<file path="config.mk">
export PLATFORM = sky130hd
export DESIGN_NAME = instr_prefetch_buf
export DESIGN_NICKNAME = d
export VERILOG_FILES = /design/src/rtl/instr_prefetch_buf.sv
export SDC_FILE = /design/constraint.sdc
export NUM_CORES = 1
export LEC_CHECK = 0
export ABC_CLOCK_PERIOD_IN_PS = 2430
export BUFFER_PORTS_ARGS = -buffer_cell sky130_fd_sc_hd__buf_2
export CORE_AREA = 4 4 177 179
export DETAILED_ROUTE_END_ITERATION = 7
export DIE_AREA = 0 0 181 183
export PLACE_DENSITY = 0.75
export RECOVER_POWER = 50
export SYNTH_ARGS = -nofsm -noshare
export SYNTH_HDL_FRONTEND = slang
export SYNTH_SLANG_ARGS = --single-unit
</file>
<file path="constraint.sdc">
create_clock -name clk_i -period 2.43 [get_ports clk_i]
set_input_delay 0.3645 -clock clk_i [delete_from_list [all_inputs] [get_ports clk_i]]
set_output_delay 0.3645 -clock clk_i [all_outputs]
set_load 0.02 [all_outputs]
</file>
<file path="src/rtl/instr_prefetch_buf.sv">
// Instruction prefetch: sequential RIB fetches (one outstanding) fill a Depth-entry {instr, pc} FIFO
// ahead of decode; jumps and JTAG resets flush the FIFO and discard any in-flight response.
module instr_prefetch_buf #(
   parameter int unsigned          AddrWidth = 32,
   parameter int unsigned          DataWidth = 32,
   parameter int unsigned          Depth     = 4,
   parameter logic [AddrWidth-1:0] BootAddr  = '0
) (
   input  logic                   clk_i,
   input  logic                   rst_ni,
   output logic                   rib_pc_req_o,
   output logic [AddrWidth-1:0]   rib_pc_addr_o,
   input  logic                   rib_pc_ready_i,
   input  logic [DataWidth-1:0]   rib_pc_data_i,
   input  logic                   jump_flag_i,
   input  logic [AddrWidth-1:0]   jump_addr_i,
   input  logic                   jtag_reset_flag_i,
   input  logic                   hold_i,
   output logic                   valid_o,
   input  logic                   ready_i,
   output logic [DataWidth-1:0]   instr_o,
   output logic [AddrWidth-1:0]   pc_o,
   output logic [AddrWidth-1:0]   pc_next_o,
   output logic [$clog2(Depth):0] count_o
);

   localparam int unsigned PtrW = $clog2(Depth);
   localparam int unsigned CntW = PtrW + 1;
   localparam int unsigned CmpW = CntW + 1;
   localparam logic [AddrWidth-1:0] BootPc = {BootAddr[AddrWidth-1:2], 2'b00};

   logic [AddrWidth-1:0] fetch_pc_q, fetch_pc_d;
   logic                 req_q, req_d;
   logic [AddrWidth-1:0] addr_q, addr_d;
   logic                 discard_q, discard_d;
   logic [PtrW-1:0]      rd_ptr_q, rd_ptr_d;
   logic [PtrW-1:0]      wr_ptr_q, wr_ptr_d;
   logic [CntW-1:0]      count_q, count_d;
   logic [DataWidth-1:0] instr_mem_q [Depth];
   logic [AddrWidth-1:0] pc_mem_q [Depth];

   logic                 flush, resp, push, pop, still_pending, credit_ok;
   logic [AddrWidth-1:0] flush_pc;
   logic                 unused_jump_lsbs;

   assign unused_jump_lsbs = ^jump_addr_i[1:0];

   always_comb begin
      flush         = jump_flag_i | jtag_reset_flag_i;
      flush_pc      = jtag_reset_flag_i ? BootPc : {jump_addr_i[AddrWidth-1:2], 2'b00};
      resp          = req_q & rib_pc_ready_i;
      still_pending = req_q & ~rib_pc_ready_i;
      push          = resp & ~discard_q & ~flush;
      pop           = valid_o & ready_i & ~flush;
      credit_ok     = (CmpW'(count_q) + CmpW'(req_q)) < CmpW'(Depth);

      fetch_pc_d = fetch_pc_q;
      discard_d  = discard_q;
      rd_ptr_d   = rd_ptr_q;
      wr_ptr_d   = wr_ptr_q;
      count_d    = count_q;
      req_d      = 1'b0;
      addr_d     = addr_q;

      if (flush) begin
         fetch_pc_d = flush_pc;
         discard_d  = still_pending;
         rd_ptr_d   = '0;
         wr_ptr_d   = '0;
         count_d    = '0;
      end else begin
         if (resp) begin
            discard_d = 1'b0;
            if (!discard_q) begin
               fetch_pc_d = fetch_pc_q + AddrWidth'(4);
            end
         end
         if (push) begin
            wr_ptr_d = wr_ptr_q + PtrW'(1);
         end
         if (pop) begin
            rd_ptr_d = rd_ptr_q + PtrW'(1);
         end
         count_d = count_q + CntW'(push) - CntW'(pop);
      end

      // A flush empties the FIFO, so its target can be requested in the flush cycle itself
      if (still_pending) begin
         req_d = 1'b1;
      end else if (!hold_i && (flush || credit_ok)) begin
         req_d  = 1'b1;
         addr_d = fetch_pc_d;
      end
   end

   always_ff @(posedge clk_i or negedge rst_ni) begin
      if (!rst_ni) begin
         fetch_pc_q <= BootPc;
         req_q      <= 1'b0;
         addr_q     <= BootPc;
         discard_q  <= 1'b0;
         rd_ptr_q   <= '0;
         wr_ptr_q   <= '0;
         count_q    <= '0;
      end else begin
         fetch_pc_q <= fetch_pc_d;
         req_q      <= req_d;
         addr_q     <= addr_d;
         discard_q  <= discard_d;
         rd_ptr_q   <= rd_ptr_d;
         wr_ptr_q   <= wr_ptr_d;
         count_q    <= count_d;
      end
   end

   always_ff @(posedge clk_i or negedge rst_ni) begin
      if (!rst_ni) begin
         for (int unsigned i = 0; i < Depth; i++) begin
            instr_mem_q[i] <= '0;
            pc_mem_q[i]    <= '0;
         end
      end else if (push) begin
         instr_mem_q[wr_ptr_q] <= rib_pc_data_i;
         pc_mem_q[wr_ptr_q]    <= addr_q;
      end
   end

   assign rib_pc_req_o  = req_q;
   assign rib_pc_addr_o = addr_q;
   assign valid_o       = (count_q != '0);
   assign instr_o       = instr_mem_q[rd_ptr_q];
   assign pc_o          = pc_mem_q[rd_ptr_q];
   assign pc_next_o     = pc_o + AddrWidth'(4);
   assign count_o       = count_q;

endmodule

</file>
==> results.ini <==
[synth]
yosys_warnings=0
synth_cells=1072
postSynth.topFlopCell=dfrtp_1
synth.lib_cells_used.distinct=50
syn_nets=1153
asyncSetResetFlopFracSynth_pct=100.0
yosysSeqAreaShare_pct=53.96
synth_area_per_cell_um2=14.23
mappedNetlistArea_um2=15260
synth_enable_flop_cells=0
synth-seq-cells=329

[timing]
grt_setup_unrepaired=true
slew_viol_final=71
worst_clock_skew_ns=0.01893
hold_violations=0
postLayoutSetupSlackWorst_ns=-0.7947
tns_ns=-26.97
worst_pin_slew_ns=1.741
final-setup-viol-count=73
achievable-frequency_mhz=310.1
final.min_clock_period_ns=3.225
slew-limit-headroom_pct=-16.09
post-route-period-util_pct=132.7

[final_layout]
area_delta_synth_final_pct=25.31
share_of_layout_cells_above_drive_strength_1_pct=52.75
nets=1440
footprint_of_the_flip_flops_and_latches_um2=8240
layout.filler_cells=2192
multi_input_area_um2=6882
antenna-diode-count=0

[cts]
clock_slew_seen_by_the_registers_of_the_worst_setup_and_hold_paths_ns=0.06
clock-sinks=329
cts_buffers=36
htree_num_levels=2
clockRootBuffer=clkbuf_16
cts_tree=built
clk_path_buf_depth=3
clk-insertion-delay-late_ns=0.52

[critical_path]
critPathLaunch=rd_ptr_q[0]
worstPathMaxFanout=8
timing.critical_path.to=pc_next_o[27]
worstReg2RegEnd=rib_pc_addr_o[16]
endpoint_kind=output port
rr_worst_depth=6
crit_required_ns=2.07
critical_path.startpoint_type=flip-flop
critical_path_class=flip-flop to output port
worst-r2r-setup-slack_ns=0.15
worstPathArrival_ns=2.86
regToRegStartpoint=rib_pc_req_o

[power]
p_sw_mw=3.993
ir_worst_vdd_v=0.0005939
clockPowerShare_pct=35.5
seq_power_share_pct=43.4
p_total_mw=14.37
switching_share_pct=27.78
combinationalPowerShare_pct=21.1
pwr_density_cell_nw_per_um2=751.7
cell_internal_pwr_mw=10.38
power.static_leakage_nw=9.342

[global_routing]
pin_count_of_the_biggest_net_entering_global_routing=71
grt_usage_pct=22.18
grt_antenna_before_repair=2
global_route.overflow_total=0
grt_pass1_vias=10670
grt_first_pass_wirelength_um=58960

[die]
floorplan.die_area_um2=33120
placementRows=63
die_height_um=183
width_of_the_die_um=181
io-pin-count=204
floorplan.core_area_um2=29560
initial_utilization_pct=51.61

[placement]
place_ws_ns=-0.2837
buffer_ports.inserted=201
gp_routability_congestion=0.8300
dp_hpwl_um=24870

[routing]
drt_pre_antenna_iters=5
routed_via_density=5.673
drt_wl_total_um=37160
routed_wire_length_per_instance_um=20.97
vias=10050
drtIter0Drc=472
postRouteAntennaNets=0
drc=0

[hold_path]
hold_crit_path_type=input port to flip-flop

[flow_run]
max-cap-violations=1

[outcome]
violations_in_the_final_reports=max-capacitance violations, max-slew violations, negative setup slack
run_status=complete, but fails checks

## power by group through the flow
stage / registers (mW) / logic (mW) / clock network [mW]
2_1_floorplan: 6.28 / 1.67 / 0
3_3_place_gp: 6.29 / 2.73 / 0
3_5_place_dp: 6.32 / 2.79 / 0
4_1_cts: 6.23 / 2.91 / 5.22
5_1_grt: 6.29 / 3.25 / 5.46
6_report: 6.24 / 3.03 / 5.10
## flip-flops by register name (all words and copies together) (netlist names)
name and count:
fetch_pc_q 32, rd_ptr_q 2, pc_mem_q 128, rib_pc_req_o 1, count_o 3, wr_ptr_q 2, discard_q 1, rib_pc_addr_o 32
instr_mem_q 128
## cell usage in the layout (no fill, tap or decap), drive strengths merged, types with 3 or more instances in the layout
cell type  count
o21ai          4
nor2b         17
o41ai         14
mux4          64
buf          285
clkbuf        82
xor2          16
and2           7
xnor2         45
and3          10
ha             9
nor3          19
a21oi          9
dfrtp        329
mux2i          9
or2            3
nand2         62
nand3         16
inv           10
mux2         260
nor2          59
nand4         15
and4           7
nand2b         4
o31ai         10
## critical path, stage by stage (launching register included)
cell and delay (ns):
dfrtp_4 0.52, clkbuf_16 0.20, mux4_2 0.35, and3_4 0.20, nand4_4 0.15, or3_4 0.47
nand2b_4 0.18, xnor2_4 0.13, buf_6 0.13
## repair_timing
action                                  in CTS  in global routing
hold buffers                                 1                  0
endpoints found under the setup margin      80                 84
resized for setup                           64                 55
hold endpoints to repair                    57                  0
pin swaps                                    6                 11
setup buffers                               11                 14
gates cloned                                 3                  1
## worst min-delay path by stage
stage / startpoint / to / cells after the start
floorplan: rst_ni / count_o[0] / 0
global placement: rst_ni / instr_mem_q[50] / 1
detailed placement: rst_ni / instr_mem_q[18] / 1
CTS: rib_pc_ready_i / discard_q / 2
global route: rib_pc_data_i[16] / instr_mem_q[112] / 2
finish: rib_pc_ready_i / discard_q / 2
## Yosys cell counts (6+ instances only)
| library cell | count | area (µm²) |
|---|---|---|
| nand4_1 | 13 | 81.33 |
| nor2_1 | 57 | 214.0 |
| and2_1 | 6 | 37.54 |
| ha_1 | 9 | 112.6 |
| dfrtp_1 | 329 | 8233 |
| and3_1 | 6 | 37.54 |
| and4_1 | 6 | 52.55 |
| xnor2_1 | 44 | 385.4 |
| mux4_1 | 13 | 341.6 |
| mux2_2 | 260 | 2928 |
| inv_1 | 8 | 30.03 |
| nor3_1 | 17 | 85.08 |
| o41ai_1 | 14 | 122.6 |
| clkbuf_1 | 22 | 82.58 |
| mux2i_1 | 9 | 90.09 |
| xor2_1 | 16 | 140.1 |
| o31ai_1 | 10 | 75.07 |
| a21oi_1 | 9 | 45.04 |
| nand2_1 | 62 | 232.7 |
| nor2b_1 | 17 | 106.4 |
| nand3_1 | 15 | 75.07 |
| buf_2 | 32 | 160.2 |
| mux4_2 | 51 | 1149 |
## per-layer routing
layer  up-vias  GRT usage [%]  routed length [µm]
met3        71          4.780                2285
met4         4          5.254                 884
met1      5213          29.87               15430
met2       271          37.53               18550
met5         -              0                  14
li1       4493              -                   -
## cells by family (layout without fill, tap and decap cells)
| logic type | count (synthesis) | in the layout | share of synthesized area, % |
|---|---|---|---|
| compound gates | 39 | 39 | 1.821 |
| xor+xnor | 61 | 61 | 3.551 |
| fa+ha+maj | 10 | 10 | 0.8693 |
| buf+inv | 73 | 383 | 2.378 |
| flops | 329 | 329 | 53.96 |
| mux | 333 | 333 | 29.55 |
| simple gates | 227 | 227 | 7.873 |
## final cells by class
| cell class | count | share of cell area [%] |
|---|---|---|
| clock buffers | 56 | 5.582 |
| clock inverters | 5 | 0.1832 |
| inverters | 8 | 0.1571 |
| multi-input cells | 670 | 35.99 |
| flip-flops and latches | 329 | 43.10 |
| well taps | 390 | 2.552 |
| repair buffers | 314 | 12.43 |
## metrics by stage
stage | std cells | area, µm² | hold slack (ns) | utilization, %
3_3_place_gp | 1684 | 17370 | 0.3730 | 58.76
2_1_floorplan | 1072 | 15370 | 0.06891 | -
4_1_cts | 1759 | 18870 | 0.07264 | 63.83
6_report | 1772 | 19120 | 0.08878 | 64.68
3_5_place_dp | 1684 | 17370 | 0.3691 | 58.76
5_1_grt | 1772 | 19120 | 0.09922 | 64.68
Power figures use the tool's default switching activity.
